==> config.mk <==
export PLATFORM = sky130hd
export DESIGN_NAME = perf_counter_multi
export DESIGN_NICKNAME = d
export VERILOG_FILES = /design/src/rtl/perf_counter_pkg.sv /design/src/rtl/perf_section.sv /design/src/rtl/perf_counter_multi.sv
export SDC_FILE = /design/constraint.sdc
export NUM_CORES = 2
export LEC_CHECK = 0
export CORE_MARGIN = 2
export CORE_UTILIZATION = 55
export CTS_CLUSTER_DIAMETER = 50
export DETAILED_ROUTE_END_ITERATION = 12
export PLACE_DENSITY = 0.74
export SLEW_MARGIN = 20
export SYNTH_ARGS = -nofsm -noshare
export SYNTH_HDL_FRONTEND = slang
export SYNTH_SLANG_ARGS = --single-unit
==> constraint.sdc <==
create_clock -name clk -period 18.85 [get_ports clk]
set_clock_uncertainty 0.15 [all_clocks]
set_input_delay 3.77 -clock clk [delete_from_list [all_inputs] [get_ports clk]]
set_output_delay 3.77 -clock clk [all_outputs]
set_load 0.01 [all_outputs]
==> src/rtl/perf_counter_pkg.sv <==
// Shared register-map constants and helpers for the multi-section performance counter.
package perf_counter_pkg;
  localparam logic [1:0] OFF_TIME_LO = 2'd0;
  localparam logic [1:0] OFF_TIME_HI = 2'd1;
  localparam logic [1:0] OFF_EVENT   = 2'd2;
  localparam logic [1:0] OFF_STATUS  = 2'd3;

  localparam int ST_OVF = 0;
  localparam int ST_EN  = 1;

  function automatic int clog2(input int value);
    int r;
    r = 0;
    for (int i = 0; i < 31; i++) begin
      if ((1 << i) < value) r = i + 1;
    end
    return r;
  endfunction
endpackage

==> src/rtl/perf_section.sv <==
// One timed section: enable flop, time and event counters, sticky overflow flag and the
// hi-word shadow that makes 64-bit time reads atomic.
module perf_section #(
  parameter int TIME_WIDTH  = 64,
  parameter int EVENT_WIDTH = 32
) (
  input  logic        clk,
  input  logic        reset,
  input  logic        go,
  input  logic        stop,
  input  logic        global_enable,
  input  logic        global_reset,
  input  logic        snap,
  input  logic        ovf_clr,
  output logic        enable,
  output logic [63:0] time_val,
  output logic [31:0] event_val,
  output logic [31:0] shadow,
  output logic        ovf,
  output logic        ovf_next
);
  logic [TIME_WIDTH-1:0]  time_q;
  logic [EVENT_WIDTH-1:0] event_q;
  logic time_inc, event_inc, wrap;

  assign time_inc  = enable & global_enable;
  assign event_inc = go & global_enable;
  assign wrap      = (time_inc & (&time_q)) | (event_inc & (&event_q));
  assign time_val  = 64'(time_q);
  assign event_val = 32'(event_q);

  // A wrap in the same cycle as a software clear keeps the flag set.
  always_comb begin
    ovf_next = ovf;
    if (global_reset)  ovf_next = 1'b0;
    else if (wrap)     ovf_next = 1'b1;
    else if (ovf_clr)  ovf_next = 1'b0;
  end

  always_ff @(posedge clk or posedge reset) begin
    if (reset) begin
      enable  <= 1'b0;
      time_q  <= '0;
      event_q <= '0;
      ovf     <= 1'b0;
      shadow  <= '0;
    end else begin
      ovf <= ovf_next;
      if (global_reset) begin
        enable  <= 1'b0;
        time_q  <= '0;
        event_q <= '0;
      end else begin
        if (stop)    enable <= 1'b0;
        else if (go) enable <= 1'b1;
        if (time_inc)  time_q  <= time_q + 1'b1;
        if (event_inc) event_q <= event_q + 1'b1;
      end
      // Shadows survive the global reset so a pending hi-word read stays coherent.
      if (snap) shadow <= time_val[63:32];
    end
  end
endmodule

==> src/rtl/perf_counter_multi.sv <==
// Avalon-MM performance counter: address decode, section 0 global gating, read mux,
// registered readdata and overflow interrupt.
module perf_counter_multi
  import perf_counter_pkg::*;
#(
  parameter int NUM_SECTIONS = 4,
  parameter int TIME_WIDTH   = 64,
  parameter int EVENT_WIDTH  = 32,
  parameter int IRQ_ENABLE   = 1,
  localparam int AW          = clog2(4 * NUM_SECTIONS)
) (
  input  logic                    clk,
  input  logic                    reset,
  input  logic [AW-1:0]           address,
  input  logic                    begintransfer,
  input  logic                    read,
  input  logic                    write,
  input  logic [31:0]             writedata,
  output logic [31:0]             readdata,
  input  logic [NUM_SECTIONS-1:0] hw_go,
  input  logic [NUM_SECTIONS-1:0] hw_stop,
  output logic                    irq
);
  logic wr, rd, in_range, global_enable, global_reset;
  logic [1:0]  off;
  logic [31:0] addr_ext, rdata_mux;
  logic [NUM_SECTIONS-1:0] sel, go, stop, enable, ovf, ovf_next;
  logic [63:0] time_val  [NUM_SECTIONS];
  logic [31:0] event_val [NUM_SECTIONS];
  logic [31:0] shadow    [NUM_SECTIONS];
  logic        unused_wdata;

  assign wr           = write & begintransfer;
  assign rd           = read & begintransfer;
  assign off          = address[1:0];
  assign addr_ext     = 32'(address);
  assign in_range     = addr_ext < 32'(4 * NUM_SECTIONS);
  assign unused_wdata = &{1'b0, writedata[31:1]};

  assign global_reset  = wr & sel[0] & (off == OFF_TIME_LO) & writedata[0];
  assign global_enable = enable[0] | go[0];

  for (genvar i = 0; i < NUM_SECTIONS; i++) begin : g_sec
    assign sel[i]  = in_range & (addr_ext[31:2] == 30'(i));
    assign go[i]   = (wr & sel[i] & (off == OFF_TIME_HI)) | hw_go[i];
    assign stop[i] = (wr & sel[i] & (off == OFF_TIME_LO)) | hw_stop[i];

    perf_section #(
      .TIME_WIDTH (TIME_WIDTH),
      .EVENT_WIDTH(EVENT_WIDTH)
    ) u_sec (
      .clk          (clk),
      .reset        (reset),
      .go           (go[i]),
      .stop         (stop[i]),
      .global_enable(global_enable),
      .global_reset (global_reset),
      .snap         (rd & sel[i] & (off == OFF_TIME_LO)),
      .ovf_clr      (wr & sel[i] & (off == OFF_STATUS) & writedata[0]),
      .enable       (enable[i]),
      .time_val     (time_val[i]),
      .event_val    (event_val[i]),
      .shadow       (shadow[i]),
      .ovf          (ovf[i]),
      .ovf_next     (ovf_next[i])
    );
  end

  // Mux reads current (pre-write, pre-increment) state; out-of-range addresses select nothing.
  always_comb begin
    rdata_mux = '0;
    for (int i = 0; i < NUM_SECTIONS; i++) begin
      if (sel[i]) begin
        case (off)
          OFF_TIME_LO: rdata_mux = time_val[i][31:0];
          OFF_TIME_HI: rdata_mux = shadow[i];
          OFF_EVENT:   rdata_mux = event_val[i];
          default: begin
            rdata_mux[ST_EN]  = enable[i];
            rdata_mux[ST_OVF] = ovf[i];
          end
        endcase
      end
    end
  end

  always_ff @(posedge clk or posedge reset) begin
    if (reset) begin
      readdata <= '0;
      irq      <= 1'b0;
    end else begin
      if (rd) readdata <= rdata_mux;
      // Fed from next-state flags so irq tracks the ovf flops cycle for cycle.
      irq <= (IRQ_ENABLE != 0) & (|ovf_next);
    end
  end
endmodule
; ---- Yosys cells after proc, flatten, opt, wreduce, memory -nomap -nowiden
; Index checks and enable logic that the tools add are counted.
[totals]
word_cells = 176
inputBits = 49
regBits = 553
out_inout_bits = 33
[op_classes]
n_bitwise = 64
n_addsub = 8
order_cmp = 1
mux = 52
n_reduce_logical = 23
eq_ne = 6
[ops]
columns = op, n
row1 = $mux 64, 8
row2 = $mux 32, 12
row3 = $pmux 30 s3, 4
row4 = $add 64x1->64 const B, 4
row5 = $reduce_and 64->1, 4
row6 = $add 32x1->32 const B, 4
row7 = $reduce_and 32->1, 4
row8 = $and 1x1->1, 51
row9 = $logic_not 30->1, 1
row10 = $mux 1, 24
row11 = $pmux 2 s3, 4
row12 = $reduce_bool 2->1, 8
row13 = $or 1x1->1, 13
row14 = $reduce_bool 3->1, 4
row15 = $eq 2x2->1 const B, 4
row16 = $lt 4x5->1 const B, 1
row17 = $eq 2x1->1 const B, 2
row18 = $reduce_or 4->1, 1
row19 = $logic_not 2->1, 1

; ---- Depth between registers and ports, before layout
[logic_depth]
ltp_word = 12
depth_mapped = 10
ltp_nobuf = 7

; ---- Cells and area by module
; Synthesis repeated with hierarchy kept, for this count alone.
[hier_totals]
hier_cells = 3073
area_unflattened_um2 = 30249.0
[by_module_without_submodules]
columns = module, seq_area_each_um2, cells_each, instances, area_per_inst_um2
row1 = perf_section, 3253.1, 632, 4, 6337.3
row2 = perf_counter_multi, 825.8, 545, 1, 4899.7

; ---- Worst setup path after synthesis
; Ideal clock, no wire load.
[synth_path]
path_kind = input to register
from = in address[1]
to = reg g_sec[1].u_sec.time_q[48]
required_ns = 18.622
t_arrival_ns = 6.090
path_buffers = 3
cell_stages = 9
slack_ns = 12.532
setup_time_ns = 0.078
cell_sequence = clkbuf_1 > and4b_1 > buf_2 > a21oi_1 > or4_4 > buf_6 > or3_4 > or3_1 > a21oi_1
[synth_between]
elab_chain_len = 8
elab_cells_between_ends = 13
classes_between = 1 x order compare / 1 x eq/ne / 1 x mux / 8 x bitwise / 2 x reduce/logical
[synth_lines]
columns = element, line_no
row1 = from (decl), perf_counter_multi.sv:14  ; input logic [AW-1:0] address,
row2 = $lt 4x5->1, perf_counter_multi.sv:37  ; assign in_range = addr_ext < 32'(4 * NUM_SECTIONS);
row3 = $and 1x1->1, perf_counter_multi.sv:44  ; assign sel[i] = in_range & (addr_ext[31:2] == 30'(i));
row4 = $and 1x1->1, "perf_counter_multi.sv:40, perf_counter_multi.sv:45"
row5 = $and 1x1->1, perf_counter_multi.sv:45  ; assign go[i] = (wr & sel[i] & (off == OFF_TIME_HI)) | hw_go[i];
row6 = $or 1x1->1, perf_counter_multi.sv:45
row7 = $or 1x1->1, perf_counter_multi.sv:41  ; assign global_enable = enable[0] | go[0];
row8 = $and 1x1->1, perf_section.sv:26  ; assign time_inc = enable & global_enable;
row9 = $reduce_bool 2->1 (no source line), --
row10 = to (signal assigned), perf_section.sv:56  ; if (time_inc) time_q <= time_q + 1'b1;
row11 = to (decl), perf_section.sv:22  ; logic [TIME_WIDTH-1:0] time_q;
; Parallel ways exist; a longest one is shown, timed or not.
; A chain may end at the register's enable or synchronous reset.

; ---- Final worst setup path
[layout_path]
from = in address[3]
to = reg irq
[layout_between]
elab_chain_len = 12
elab_cells_between_ends = 65
classes_between = 1 x order compare / 3 x eq/ne / 12 x mux / 47 x bitwise / 2 x reduce/logical
[layout_lines]
columns = element, line_no
row1 = $lt 4x5->1 / $logic_not 30->1 (equally long branches), "perf_counter_multi.sv:37, perf_counter_multi.sv:44"
row2 = $and 1x1->1, perf_counter_multi.sv:44
row3 = $and 1x1->1, "perf_counter_multi.sv:40, perf_counter_multi.sv:45"
row4 = $and 1x1->1, perf_counter_multi.sv:45
row5 = $or 1x1->1, perf_counter_multi.sv:45
row6 = $or 1x1->1, perf_counter_multi.sv:41
row7 = $and 1x1->1 (on tied branches), "perf_section.sv:26, perf_section.sv:27"
row8 = $and 1x1->1, perf_section.sv:28  ; assign wrap = (time_inc & (&time_q)) | (event_inc & (&event_q));
row9 = $or 1x1->1, perf_section.sv:28
row10 = $mux 1, perf_section.sv:36  ; else if (wrap) ovf_next = 1'b1;
row11 = $mux 1 (*), perf_section.sv:35  ; if (global_reset) ovf_next = 1'b0;
row12 = named net g_sec[2].u_sec.ovf_next, perf_section.sv:20  ; output logic ovf_next
row13 = $reduce_or 4->1 (*), perf_counter_multi.sv:94  ; irq <= (IRQ_ENABLE != 0) & (|ovf_next);
row14 = to (signal assigned), perf_counter_multi.sv:94
row15 = to (decl), perf_counter_multi.sv:22  ; output logic irq
; Mark *: on every way through the listed nets, which the timed path passes. The rest lies on a longest branch.

==> run_results.csv <==
group,metric,value,unit
detailed_routing,drtIter0Drc,2715,
synth,synth_commonest_cells,"553 x dfrtp_1, 447 x nor2_1, 196 x nand2_1, 196 x xnor2_1, 157 x mux2_2",
detailed_routing,antenna_left,0,
clocking,cts_setup_buffers,0,
min_path,hold_class,"register to register",
synth,avgSynthCellArea,9.54,µm²
pwr,peakVddDrop,0.0781,mV
synth,synthFlopType,"dfrtp_1",
synth,synth-seq-cells,553,
clocking,clkSinkCount,553,
global_routing,grt_pass1_wl,124000,µm
min_path,hp-start,"readdata[19]",
detailed_routing,routedWlPerCell,21.1,µm
pwr,p_leak,0.0135,µW
clocking,cts_buffer_depth,3,
die,ios,82,
worst_setup_path,start_kind,"input pin",
sta,timing.final.hold_violations,0,
sta,maxSlewHeadroom,11.7,%
pwr,p_sw_share,28.2,%
worst_setup_path,required,19.18,ns
sta,drv_slew,0,
synth,yosysWarnings,0,
clocking,cts_buffers,59,
synth,synth_top_family_by_area,"simple AND/OR/NAND/NOR gates",
detailed_routing,wl,78900,µm
synth,synth-edff-count,0,
sta,grt_setup_unrepaired,"no",
pwr,p_seq_share,46.8,%
synth,yosysMostFrequentCell,"dfrtp_1",
synth,synth.area.top_cells,"dfrtp_1 48%, mux2_2 6.1%, xnor2_1 5.9%",
synth,yosys.area_share.xor_xnor,9.39,%
synth,ys_seq_area_share,47.9,%
die,die_h,233,µm
flow_run,maxCapViolCount,0,
synth,ys_types,56,
worst_setup_path,critical_path_class,"input pin to register",
die,initial_core_util,55.3,%
min_path,min_path_cells,2,
sta,setup_violations,0,
clocking,htree_levels,2,
pwr,power_switching,861,µW
synth,syn_inst,3030,
clocking,cts-resized-gates,0,
layout,post-route-util,61.2,%
worst_setup_path,critPathCaptureType,"register",
clocking,cts_root_buf,"clkbuf_16",
synth,syn-cell-area,28900,µm²
layout,fin_nets,3052,
pwr,p_clk_share,39.7,%
synth,synthesis.nets,3087,
detailed_routing,drcViolationCount,0,
synth,synthAdderAreaFrac,0.346,%
worst_setup_path,critPathLaunch,"address[3]",
global_routing,gr-total-overflow,0,
sta,period_needed,7.84,ns
synth,synthSimpleGateAreaFrac,21.0,%
global_routing,grt_use_total,29.1,%
worst_setup_path,reg2reg_depth,6,
detailed_routing,drt_first_pass_iters,5,
die,die-area,54400,µm²
die,core,52200,µm²
die,placementRows,84,
clocking,path_clk_slew,0.06,ns
die,die_x,233,µm
sta,worstMarginPinSlew,1.32,ns
pwr,internal_power,2200,µW
outcome,status,"finished, final reports clean",
pwr,cellPowerDensity,95.6,nW/µm²
layout,drive_above_1_share,10.8,%
detailed_routing,vias,23300,
worst_setup_path,worstReg2RegStart,"g_sec[0].u_sec.time_val[2]",
layout,area_growth,10.6,%
detailed_routing,viasPerCell,6.26,
placement,gp_congestion,0.889,
layout,finalInstanceArea,32000,µm²
placement,placed_cell_area,29900,µm²
worst_setup_path,cp_max_fo,211,
placement,port_buffers,50,
synth,synthMuxAreaShare,9.21,%
global_routing,first_global_vias,22100,
synth,synth_top_area_share,47.9,%
pwr,comb_power_share,13.5,%
synth,synthArstFlopShare,100,%
sta,fmax,127,MHz
clocking,insertion_delay,0.62,ns
global_routing,grt_max_degree,212,
synth,synth-compound-area-share,9.08,%
clocking,tritoncts,"done",
clocking,ctsHoldBuffers,0,
worst_setup_path,cp.arrival,8.18,ns
synth,synth_top_area_cell,"dfrtp_1",
sta,tns,0,ns
global_routing,antenna_found_initial,0,
placement,dp_hpwl,52500,µm
sta,fin_crit_sh,41.6,%
critical path, stage by stage:
cell	delay (ns)
buf_2	0.10
buf_4	0.34
nor2_1	0.79
and3_4	0.88
buf_12	0.53
or4b_2	0.30
o21ai_0	0.07
or2_2	0.32
or4_1	0.52
through the flow:
stage	total power (µW)	instances	setup WS [ns]	hold slack, ns
5_1_grt	3170	3730	11.06	0.350
2_1_floorplan	1690	3030	7.40	0.300
4_1_cts	3070	3728	11.26	0.330
3_3_place_gp	1830	3620	10.72	0.312
3_5_place_dp	1850	3620	10.66	0.316
6_report	3060	3731	11.01	0.326
registers in the layout, indices dropped and copies added (netlist names):
name	count
g_sec.u_sec.enable	4
readdata	32
g_sec.u_sec.time_val	256
irq	1
g_sec.u_sec.event_val	128
g_sec.u_sec.shadow	128
g_sec.u_sec.ovf	4
routing by layer:
metal	vias to the layer above	GRT usage [%]	wire, µm
met1	11600	42.5	34300
met4	0	13.0	3520
met5	-	0	0
met2	928	42.6	34500
met3	156	4.83	6570
li1	10700	-	-
worst paths after layout:
| path | end | slack, ns |
|---|---|---|
| setup / recovery | irq | 11.01 |
| hold / removal | readdata[19] | 0.33 |
| setup reg to reg | irq | 15.20 |
| hold reg to reg | readdata[19] | 0.33 |
| max in group asynchronous | readdata[5] | 12.70 |
| min in group asynchronous | g_sec[1].u_sec.time_val[22] | 3.51 |
cells by family (layout without fill, tap and decap cells):
group,count (synthesis),in the layout
flops,553,553
xor+xnor,310,310
fa+ha+maj,8,8
simple gates,1252,1252
compound gates,436,436
buf+inv,237,249
other cells,0,1
mux,234,234
cells in the final DEF (no fill, tap or decap), types with 12 or more instances in the layout:
cell / count
and3_1: 55
mux2_2: 157
nor4_1: 65
buf_4: 33
clkbuf_16: 59
clkinv_2: 12
a211oi_1: 32
clkbuf_8: 13
a21oi_1: 134
xor2_1: 114
or3_1: 70
clkdlybuf4s50_1: 46
o21ai_0: 130
nand3_1: 140
o211ai_1: 28
nand4_1: 107
o221ai_1: 27
xnor2_1: 196
and4_1: 17
mux2i_1: 67
o31ai_1: 36
nand2_1: 195
inv_1: 54
nor3_1: 97
dfrtp_1: 553
nor2_1: 447
o22ai_1: 30
power by group through the flow:
stage	clock [µW]	combinational, µW	sequential, µW
floorplan	0	278	1420
global placement	0	390	1440
detailed placement	0	406	1450
CTS	1230	411	1430
global route	1270	452	1450
finish	1210	412	1430
cell type report:
| type | count | area [µm²] |
|---|---|---|
| well taps | 688 | 861 |
| multi-input cells | 2240 | 14200 |
| inverters | 55 | 210 |
| clock inverters | 27 | 333 |
| flip-flops and latches | 553 | 13800 |
| repair buffers | 86 | 840 |
| diodes | 1 | 2.50 |
| clock buffers | 81 | 1690 |
| fillers | 4149 | 20300 |
No activity file was read; power rests on OpenSTA's default activity.
